<file path="src/rtl/ex_hazard_ctrl_pkg.sv">
// Shared types and constants for the Ex-stage hazard controller.
package ex_hazard_ctrl_pkg;

   typedef enum logic [1:0] {
      HOLD     = 2'd0,
      RUN      = 2'd1,
      MEM_WAIT = 2'd2,
      ERR      = 2'd3
   } hz_state_e;

   localparam logic [1:0] FWD_REG   = 2'd0;
   localparam logic [1:0] FWD_EXMEM = 2'd1;
   localparam logic [1:0] FWD_MEMWB = 2'd2;

   localparam logic [4:0] REG_ZERO = 5'd0;

   // Ex/Mem wins over Mem/WB; a load in Ex/Mem has no ALU result to forward yet.
   function automatic logic [1:0] fwd_sel(
      input logic [4:0] src,
      input logic [4:0] rd_ex,
      input logic       wr_ex,
      input logic       ld_ex,
      input logic [4:0] rd_mem,
      input logic       wr_mem
   );
      if (wr_ex && rd_ex != REG_ZERO && rd_ex == src && !ld_ex)
         return FWD_EXMEM;
      else if (wr_mem && rd_mem != REG_ZERO && rd_mem == src)
         return FWD_MEMWB;
      else
         return FWD_REG;
   endfunction

endpackage

</file>
<file path="src/rtl/ex_hazard_ctrl_if.sv">
// Hazard-controller bus: ID/Ex/Mem stage state in, pipeline control out.
interface ex_hazard_ctrl_if;

   logic [4:0] rs_id;
   logic [4:0] rt_id;
   logic       use_rs_id;
   logic       use_rt_id;
   logic [4:0] regwr_ex;
   logic       REGWR_ex;
   logic       MEM2REG_ex;
   logic [4:0] regwr_mem;
   logic       REGWR_mem;
   logic       redirect_mem;
   logic       mem_req;
   logic       mem_ready;

   logic [1:0] fwdA;
   logic [1:0] fwdB;
   logic       stall_pc;
   logic       stall_id;
   logic       bubble_ex;
   logic       flush_id;
   logic       freeze;
   logic       mem_err;

   modport master (
      output rs_id, rt_id, use_rs_id, use_rt_id, regwr_ex, REGWR_ex, MEM2REG_ex,
             regwr_mem, REGWR_mem, redirect_mem, mem_req, mem_ready,
      input  fwdA, fwdB, stall_pc, stall_id, bubble_ex, flush_id, freeze, mem_err
   );

   modport slave (
      input  rs_id, rt_id, use_rs_id, use_rt_id, regwr_ex, REGWR_ex, MEM2REG_ex,
             regwr_mem, REGWR_mem, redirect_mem, mem_req, mem_ready,
      output fwdA, fwdB, stall_pc, stall_id, bubble_ex, flush_id, freeze, mem_err
   );

endinterface

</file>
<file path="src/rtl/ex_hazard_ctrl_fwd_unit.sv">
// Combinational ALU operand-forwarding selects for both Ex operands.
module ex_fwd_unit
   import ex_hazard_ctrl_pkg::*;
(
   input  logic [4:0] rs_id,
   input  logic [4:0] rt_id,
   input  logic [4:0] regwr_ex,
   input  logic       REGWR_ex,
   input  logic       MEM2REG_ex,
   input  logic [4:0] regwr_mem,
   input  logic       REGWR_mem,
   output logic [1:0] fwd_a,
   output logic [1:0] fwd_b
);

   assign fwd_a = fwd_sel(rs_id, regwr_ex, REGWR_ex, MEM2REG_ex, regwr_mem, REGWR_mem);
   assign fwd_b = fwd_sel(rt_id, regwr_ex, REGWR_ex, MEM2REG_ex, regwr_mem, REGWR_mem);

endmodule

</file>
<file path="src/rtl/ex_hazard_ctrl.sv">
// Ex-stage pipeline sequencer: reset hold, load-use stall, redirect flush, memory freeze/timeout.
// Optional HAZ_PERF_CNT_EN adds saturating lu_cnt / wait_cnt / flush_cnt outputs.
module ex_hazard_ctrl
   import ex_hazard_ctrl_pkg::*;
#(
   parameter int RST_HOLD    = 3,
   parameter int MEM_TIMEOUT = 16,
   parameter int CNT_W       = 5
) (
   input  logic        clk,
   input  logic        rst_n,
`ifdef HAZ_PERF_CNT_EN
   output logic [15:0] lu_cnt,
   output logic [15:0] wait_cnt,
   output logic [15:0] flush_cnt,
`endif
   ex_hazard_ctrl_if.slave hz
);

   localparam logic [CNT_W-1:0] CNT_ONE   = CNT_W'(1);
   localparam logic [CNT_W-1:0] HOLD_LAST = CNT_W'(RST_HOLD == 0 ? 0 : RST_HOLD - 1);
   localparam logic [CNT_W-1:0] TO_LAST   = CNT_W'(MEM_TIMEOUT - 1);

   hz_state_e        state, state_nxt;
   logic [CNT_W-1:0] cnt, cnt_nxt;
   logic             mem_err_q, err_nxt;
   logic             stall, bubble, flush, freeze;
   logic             lu, lu_stall, rd_flush;
   logic [1:0]       fwd_a_raw, fwd_b_raw;

   ex_fwd_unit u_fwd (
      .rs_id      (hz.rs_id),
      .rt_id      (hz.rt_id),
      .regwr_ex   (hz.regwr_ex),
      .REGWR_ex   (hz.REGWR_ex),
      .MEM2REG_ex (hz.MEM2REG_ex),
      .regwr_mem  (hz.regwr_mem),
      .REGWR_mem  (hz.REGWR_mem),
      .fwd_a      (fwd_a_raw),
      .fwd_b      (fwd_b_raw)
   );

   assign lu = hz.MEM2REG_ex && hz.REGWR_ex && (hz.regwr_ex != REG_ZERO) &&
               ((hz.use_rs_id && hz.rs_id == hz.regwr_ex) ||
                (hz.use_rt_id && hz.rt_id == hz.regwr_ex));

   always_ff @(posedge clk) begin
      if (!rst_n) begin
         state     <= HOLD;
         cnt       <= '0;
         mem_err_q <= 1'b0;
      end else begin
         state     <= state_nxt;
         cnt       <= cnt_nxt;
         mem_err_q <= err_nxt;
      end
   end

   always_comb begin
      state_nxt = state;
      cnt_nxt   = cnt;
      err_nxt   = mem_err_q;
      stall     = 1'b0;
      bubble    = 1'b0;
      flush     = 1'b0;
      freeze    = 1'b0;
      lu_stall  = 1'b0;
      rd_flush  = 1'b0;
      if (!rst_n) begin
         stall     = 1'b1;
         bubble    = 1'b1;
         state_nxt = HOLD;
         cnt_nxt   = '0;
         err_nxt   = 1'b0;
      end else begin
         unique case (state)
            HOLD: begin
               stall  = 1'b1;
               bubble = 1'b1;
               if (RST_HOLD == 0 || cnt == HOLD_LAST) begin
                  state_nxt = RUN;
                  cnt_nxt   = '0;
               end else begin
                  cnt_nxt = cnt + CNT_ONE;
               end
            end
            RUN: begin
               // A stalled memory access keeps the redirecting instruction in Mem,
               // so the freeze is checked before the redirect.
               if (hz.mem_req && !hz.mem_ready) begin
                  freeze    = 1'b1;
                  stall     = 1'b1;
                  state_nxt = MEM_WAIT;
                  cnt_nxt   = CNT_ONE;
               end else if (hz.redirect_mem) begin
                  flush    = 1'b1;
                  bubble   = 1'b1;
                  rd_flush = 1'b1;
               end else if (lu) begin
                  stall    = 1'b1;
                  bubble   = 1'b1;
                  lu_stall = 1'b1;
               end
            end
            MEM_WAIT: begin
               freeze = 1'b1;
               stall  = 1'b1;
               if (hz.mem_ready) begin
                  state_nxt = RUN;
                  cnt_nxt   = '0;
               end else if (cnt == TO_LAST) begin
                  state_nxt = ERR;
                  err_nxt   = 1'b1;
               end else begin
                  cnt_nxt = cnt + CNT_ONE;
               end
            end
            ERR: begin
               freeze  = 1'b1;
               stall   = 1'b1;
               err_nxt = 1'b1;
            end
            default: state_nxt = HOLD;
         endcase
      end
   end

   assign hz.fwdA      = rst_n ? fwd_a_raw : FWD_REG;
   assign hz.fwdB      = rst_n ? fwd_b_raw : FWD_REG;
   assign hz.stall_pc  = stall;
   assign hz.stall_id  = stall;
   assign hz.bubble_ex = bubble;
   assign hz.flush_id  = flush;
   assign hz.freeze    = freeze;
   assign hz.mem_err   = mem_err_q;

`ifdef HAZ_PERF_CNT_EN
   always_ff @(posedge clk) begin
      if (!rst_n) begin
         lu_cnt    <= '0;
         wait_cnt  <= '0;
         flush_cnt <= '0;
      end else begin
         if (lu_stall && lu_cnt != 16'hFFFF)           lu_cnt    <= lu_cnt + 16'd1;
         if (state == MEM_WAIT && wait_cnt != 16'hFFFF) wait_cnt  <= wait_cnt + 16'd1;
         if (rd_flush && flush_cnt != 16'hFFFF)        flush_cnt <= flush_cnt + 16'd1;
      end
   end
`else
   logic unused_perf;
   assign unused_perf = lu_stall ^ rd_flush;
`endif

endmodule
</file>
<file path="src/flat_wrapper.sv">
// flat-port wrapper written by rule: the top's interface ports become plain ports
module ex_hazard_ctrl_flat import ex_hazard_ctrl_pkg::*;
#(
   parameter int RST_HOLD    = 3,
   parameter int MEM_TIMEOUT = 16,
   parameter int CNT_W       = 5
)
  (clk, rst_n, hz_rs_id, hz_rt_id, hz_use_rs_id, hz_use_rt_id, hz_regwr_ex, hz_REGWR_ex, hz_MEM2REG_ex, hz_regwr_mem, hz_REGWR_mem, hz_redirect_mem, hz_mem_req, hz_mem_ready, hz_fwdA, hz_fwdB, hz_stall_pc, hz_stall_id, hz_bubble_ex, hz_flush_id, hz_freeze, hz_mem_err);
  ex_hazard_ctrl_if hz_i ();
  input  logic clk;
  input  logic rst_n;
  input wire logic [$bits(hz_i.rs_id)-1:0] hz_rs_id;
  input wire logic [$bits(hz_i.rt_id)-1:0] hz_rt_id;
  input wire logic [$bits(hz_i.use_rs_id)-1:0] hz_use_rs_id;
  input wire logic [$bits(hz_i.use_rt_id)-1:0] hz_use_rt_id;
  input wire logic [$bits(hz_i.regwr_ex)-1:0] hz_regwr_ex;
  input wire logic [$bits(hz_i.REGWR_ex)-1:0] hz_REGWR_ex;
  input wire logic [$bits(hz_i.MEM2REG_ex)-1:0] hz_MEM2REG_ex;
  input wire logic [$bits(hz_i.regwr_mem)-1:0] hz_regwr_mem;
  input wire logic [$bits(hz_i.REGWR_mem)-1:0] hz_REGWR_mem;
  input wire logic [$bits(hz_i.redirect_mem)-1:0] hz_redirect_mem;
  input wire logic [$bits(hz_i.mem_req)-1:0] hz_mem_req;
  input wire logic [$bits(hz_i.mem_ready)-1:0] hz_mem_ready;
  output wire logic [$bits(hz_i.fwdA)-1:0] hz_fwdA;
  output wire logic [$bits(hz_i.fwdB)-1:0] hz_fwdB;
  output wire logic [$bits(hz_i.stall_pc)-1:0] hz_stall_pc;
  output wire logic [$bits(hz_i.stall_id)-1:0] hz_stall_id;
  output wire logic [$bits(hz_i.bubble_ex)-1:0] hz_bubble_ex;
  output wire logic [$bits(hz_i.flush_id)-1:0] hz_flush_id;
  output wire logic [$bits(hz_i.freeze)-1:0] hz_freeze;
  output wire logic [$bits(hz_i.mem_err)-1:0] hz_mem_err;
  assign hz_i.rs_id = hz_rs_id;
  assign hz_i.rt_id = hz_rt_id;
  assign hz_i.use_rs_id = hz_use_rs_id;
  assign hz_i.use_rt_id = hz_use_rt_id;
  assign hz_i.regwr_ex = hz_regwr_ex;
  assign hz_i.REGWR_ex = hz_REGWR_ex;
  assign hz_i.MEM2REG_ex = hz_MEM2REG_ex;
  assign hz_i.regwr_mem = hz_regwr_mem;
  assign hz_i.REGWR_mem = hz_REGWR_mem;
  assign hz_i.redirect_mem = hz_redirect_mem;
  assign hz_i.mem_req = hz_mem_req;
  assign hz_i.mem_ready = hz_mem_ready;
  assign hz_fwdA = hz_i.fwdA;
  assign hz_fwdB = hz_i.fwdB;
  assign hz_stall_pc = hz_i.stall_pc;
  assign hz_stall_id = hz_i.stall_id;
  assign hz_bubble_ex = hz_i.bubble_ex;
  assign hz_flush_id = hz_i.flush_id;
  assign hz_freeze = hz_i.freeze;
  assign hz_mem_err = hz_i.mem_err;
  ex_hazard_ctrl #(.RST_HOLD(RST_HOLD), .MEM_TIMEOUT(MEM_TIMEOUT), .CNT_W(CNT_W)) u_core (.clk(clk), .rst_n(rst_n), .hz(hz_i));
endmodule
</file>
<file path="config.mk">
export PLATFORM = sky130hd
export DESIGN_NAME = ex_hazard_ctrl_flat
export DESIGN_NICKNAME = d
export VERILOG_FILES = /design/src/rtl/ex_hazard_ctrl_pkg.sv /design/src/rtl/ex_hazard_ctrl_if.sv /design/src/rtl/ex_hazard_ctrl_fwd_unit.sv /design/src/rtl/ex_hazard_ctrl.sv /design/src/flat_wrapper.sv
export SDC_FILE = /design/constraint.sdc
export NUM_CORES = 1
export LEC_CHECK = 0
export ABC_AREA = 1
export ABC_CLOCK_PERIOD_IN_PS = 3100
export BUFFER_PORTS_ARGS = -buffer_cell sky130_fd_sc_hd__buf_4
export CAP_MARGIN = 40
export CORE_MARGIN = 2
export CORE_UTILIZATION = 51
export CTS_CLUSTER_DIAMETER = 60
export DETAILED_ROUTE_END_ITERATION = 10
export GPL_TIMING_DRIVEN = 0
export PLACE_DENSITY = 0.88
export SYNTH_ARGS = -nofsm -noshare
export SYNTH_HDL_FRONTEND = slang
export SYNTH_SLANG_ARGS = --single-unit
</file>
<file path="constraint.sdc">
create_clock -name clk -period 3.1 [get_ports clk]
set_clock_uncertainty 0.15 [all_clocks]
set_input_delay 0.465 -clock clk [delete_from_list [all_inputs] [get_ports clk]]
set_output_delay 0.465 -clock clk [all_outputs]
set_load 0.1 [all_outputs]
</file>
==> impl_metrics.toml <==
[run_status]
status = "finished, final reports clean"

[synthesis]
synth.area.top_cells = "dfxtp_1 16%, nand2_1 15%, inv_1 11%, ha_1 10%, nor2_1 7.3%"
yosys.area.top_type = "dfxtp_1"
syn_inst = 166
syn_area_per_cell_um2 = 5.89
ys_warn_count = 0
synthDistinctLibCells = 25
syn_nets = 204
yosysSeqAreaShare = 0.164
synth_seq_cells = 8
synth_top_area_share = 0.164
syn_area_um2 = 978

[worst_setup_path]
r2r_start = "u_core.cnt[0]"
path_cells = "buf_4 -> inv_1 -> nand2_1 -> nand2_1 -> nor2_1 -> nand4_1 -> nand2_1 -> nand2_1 -> o21ai_2 -> buf_4 -> buf_4"
slowest_stage = "buf_4"
reg2reg_depth = 8
cp_num_buf_inv = 4
critical-path-max-stage-delay_ns = 0.27
crit_fanout = 3
critPathLaunchType = "primary input"
arrival_ns = 1.68
reg2reg_setup_slack_ns = 1.25
crit_family = "simple AND/OR/NAND/NOR gates"
critical_path_class = "primary input to output port"
crit_required_ns = 2.48
end_kind = "output port"
cpMostUsedCell = "nand2_1"
reg2reg_to = "u_core.cnt[2]"

[clocking]
clkTransAtPathRegs_ns = 0.05
cts_buffers = 3
clk_latency_ns = 0.26
cts_max_level = 1
tritoncts = "built"
cts-resized-gates = 0
cts_max_path_buffers = 2
root_buffer = "clkbuf_4"
cts_hold_buf = 0
cts.sinks = 8
cts_setup_buffers = 0

[sta]
grt_setup_unrepaired = "false"
worstMarginPinSlew_ns = 0.338
timing.hold.ws_ns = 0.315
finalCriticalPeriod_ns = 2.29
min_period_over_period = 0.739
setup_viol = 0
max_freq_mhz = 436
hold_viol_final = 0
slew_headroom = 0.772
final-max-slew-violation-count = 0
setup_ws_ns = 0.809

[global_routing]
busiest_layer = "met2"
antenna_found_initial = 0
grt_max_degree = 11
grt_pass1_vias = 1045
met1_usage = 0.310
gr-total-overflow = 0
grt_pass1_wl_um = 4210
grtUsageMet2 = 0.467
globalRouteMet3Util = 0.0453
grt_util_all_layers = 0.259

[min_path]
min_to = "u_core.cnt[4]"
hold_class = "flop to flop"
min_path_cells = 2
worstHoldStart = "u_core.cnt[4]"

[layout]
multiInputGateArea_um2 = 703
drive_above_1_share = 0.255
final_core_util = 0.756
antenna_cells = 0
fillers = 161
fin_cells = 233
layout_common_cells = "40 x nand2_1, 40 x buf_4, 28 x inv_1, 19 x nor2_1, 10 x a21oi_1"
seqCellArea_um2 = 160
area_growth_pct = 36.3
nNetsFinal = 248

[routing]
vias = 1198
routed_wl_um = 2730
wire_per_inst_um = 11.7
drc = 0
dr.pass1.iters = 4
drt-initial-drc-count = 40
avgViaCountPerCell = 5.14
ant_nets = 0

[placement]
io_buffers = 39
dp_hpwl_um = 2340
dp.cells = 230
post-place-ws_ns = 0.796
place_congestion = 0.903

[die]
initial_core_util = 0.555
dieArea_um2 = 2280
ios = 40
num_rows = 15
coreArea_um2 = 1760
die_h_um = 47.8
fp.dieW_um = 47.8

[power]
p_per_area_nw_per_um2 = 483
total_leakage_power_nw = 0.710
irDropWorstVdd_v = 0.000389

[job]
maxCapViolCount = 0
==> cells by family after synthesis <==
logic type | synth area share
AOI/OAI and AO/OA | 0.136
xor gates and xnor gates | 0.0806
adders and majority gates | 0.102
buffers and inverters | 0.127
DFF | 0.164
and+or+nand+nor | 0.391
==> flip-flops by register name (all words and copies together) (netlist names) <==
signal,count
u_core.cnt,5
u_core.hz.mem_err,1
u_core.state,2
==> stage by stage <==
step	TNS [ns]	cell area [um^2]	power, W
finish	0	1330	0.000644
CTS	0	1330	0.000641
detailed placement	0	1310	0.000558
global route	0	1330	0.000689
floorplan	-0.851	987	0.000448
global placement	0	1310	0.000540
==> Yosys cell counts (all sizes together) <==
library cell and number:
nand2 42, xnor2 2, o22ai 1, o31a 1, dfxtp 8, inv 31
nor2 20, o21ai 9, nor4 2, a2111oi 1, buf 1, or2 1
nor3 9, nor3b 1, xor2 7, nand4 3, ha 8, a21boi 1
a21oi 10, nand3 8
==> power by group <==
part | switching [W] | total, W | internal [W]
Sequential | 0.0000207 | 0.000147 | 0.000126
Clock | 0.0000382 | 0.0000827 | 0.0000445
Combinational | 0.000275 | 0.000414 | 0.000139
==> worst reg2reg max path: stages, from the launching register on <==
cell and delay, ns:
dfxtp_1 0.37, ha_1 0.16, inv_1 0.06, nor3_1 0.15, ha_1 0.21, nand3_1 0.17, nand3_4 0.19, o21ai_1 0.12
nor3b_1 0.19
==> area by class of cell <==
cell class	count	area share
Buffer	1	0.00563
Clock buffer	3	0.0169
Inverter	31	0.0872
Multi-Input combinational cell	126	0.527
Sequential cell	8	0.120
Tap cell	25	0.0235
Timing Repair Buffer	39	0.220
==> per-layer routing <==
layer	wire length, um	vias to the layer above
met3	182	8
met4	48	0
met1	1130	521
li1	-	613
met5	0	-
met2	1370	56
==> how the worst max path moves through the flow <==
stage	start	endpoint	slack, ns	cells after the start
2_1_floorplan	hz_regwr_ex[0]	hz_fwdA[0]	-0.43	5
6_report	hz_rt_id[0]	hz_stall_pc	0.81	11
4_1_cts	hz_rt_id[0]	hz_stall_pc	0.79	11
3_5_place_dp	hz_rt_id[0]	hz_stall_pc	0.80	11
3_3_place_gp	hz_regwr_ex[0]	hz_stall_pc	0.86	11
5_1_grt	hz_regwr_ex[0]	hz_stall_pc	0.67	11
No activity file was read; power rests on OpenSTA's default activity.
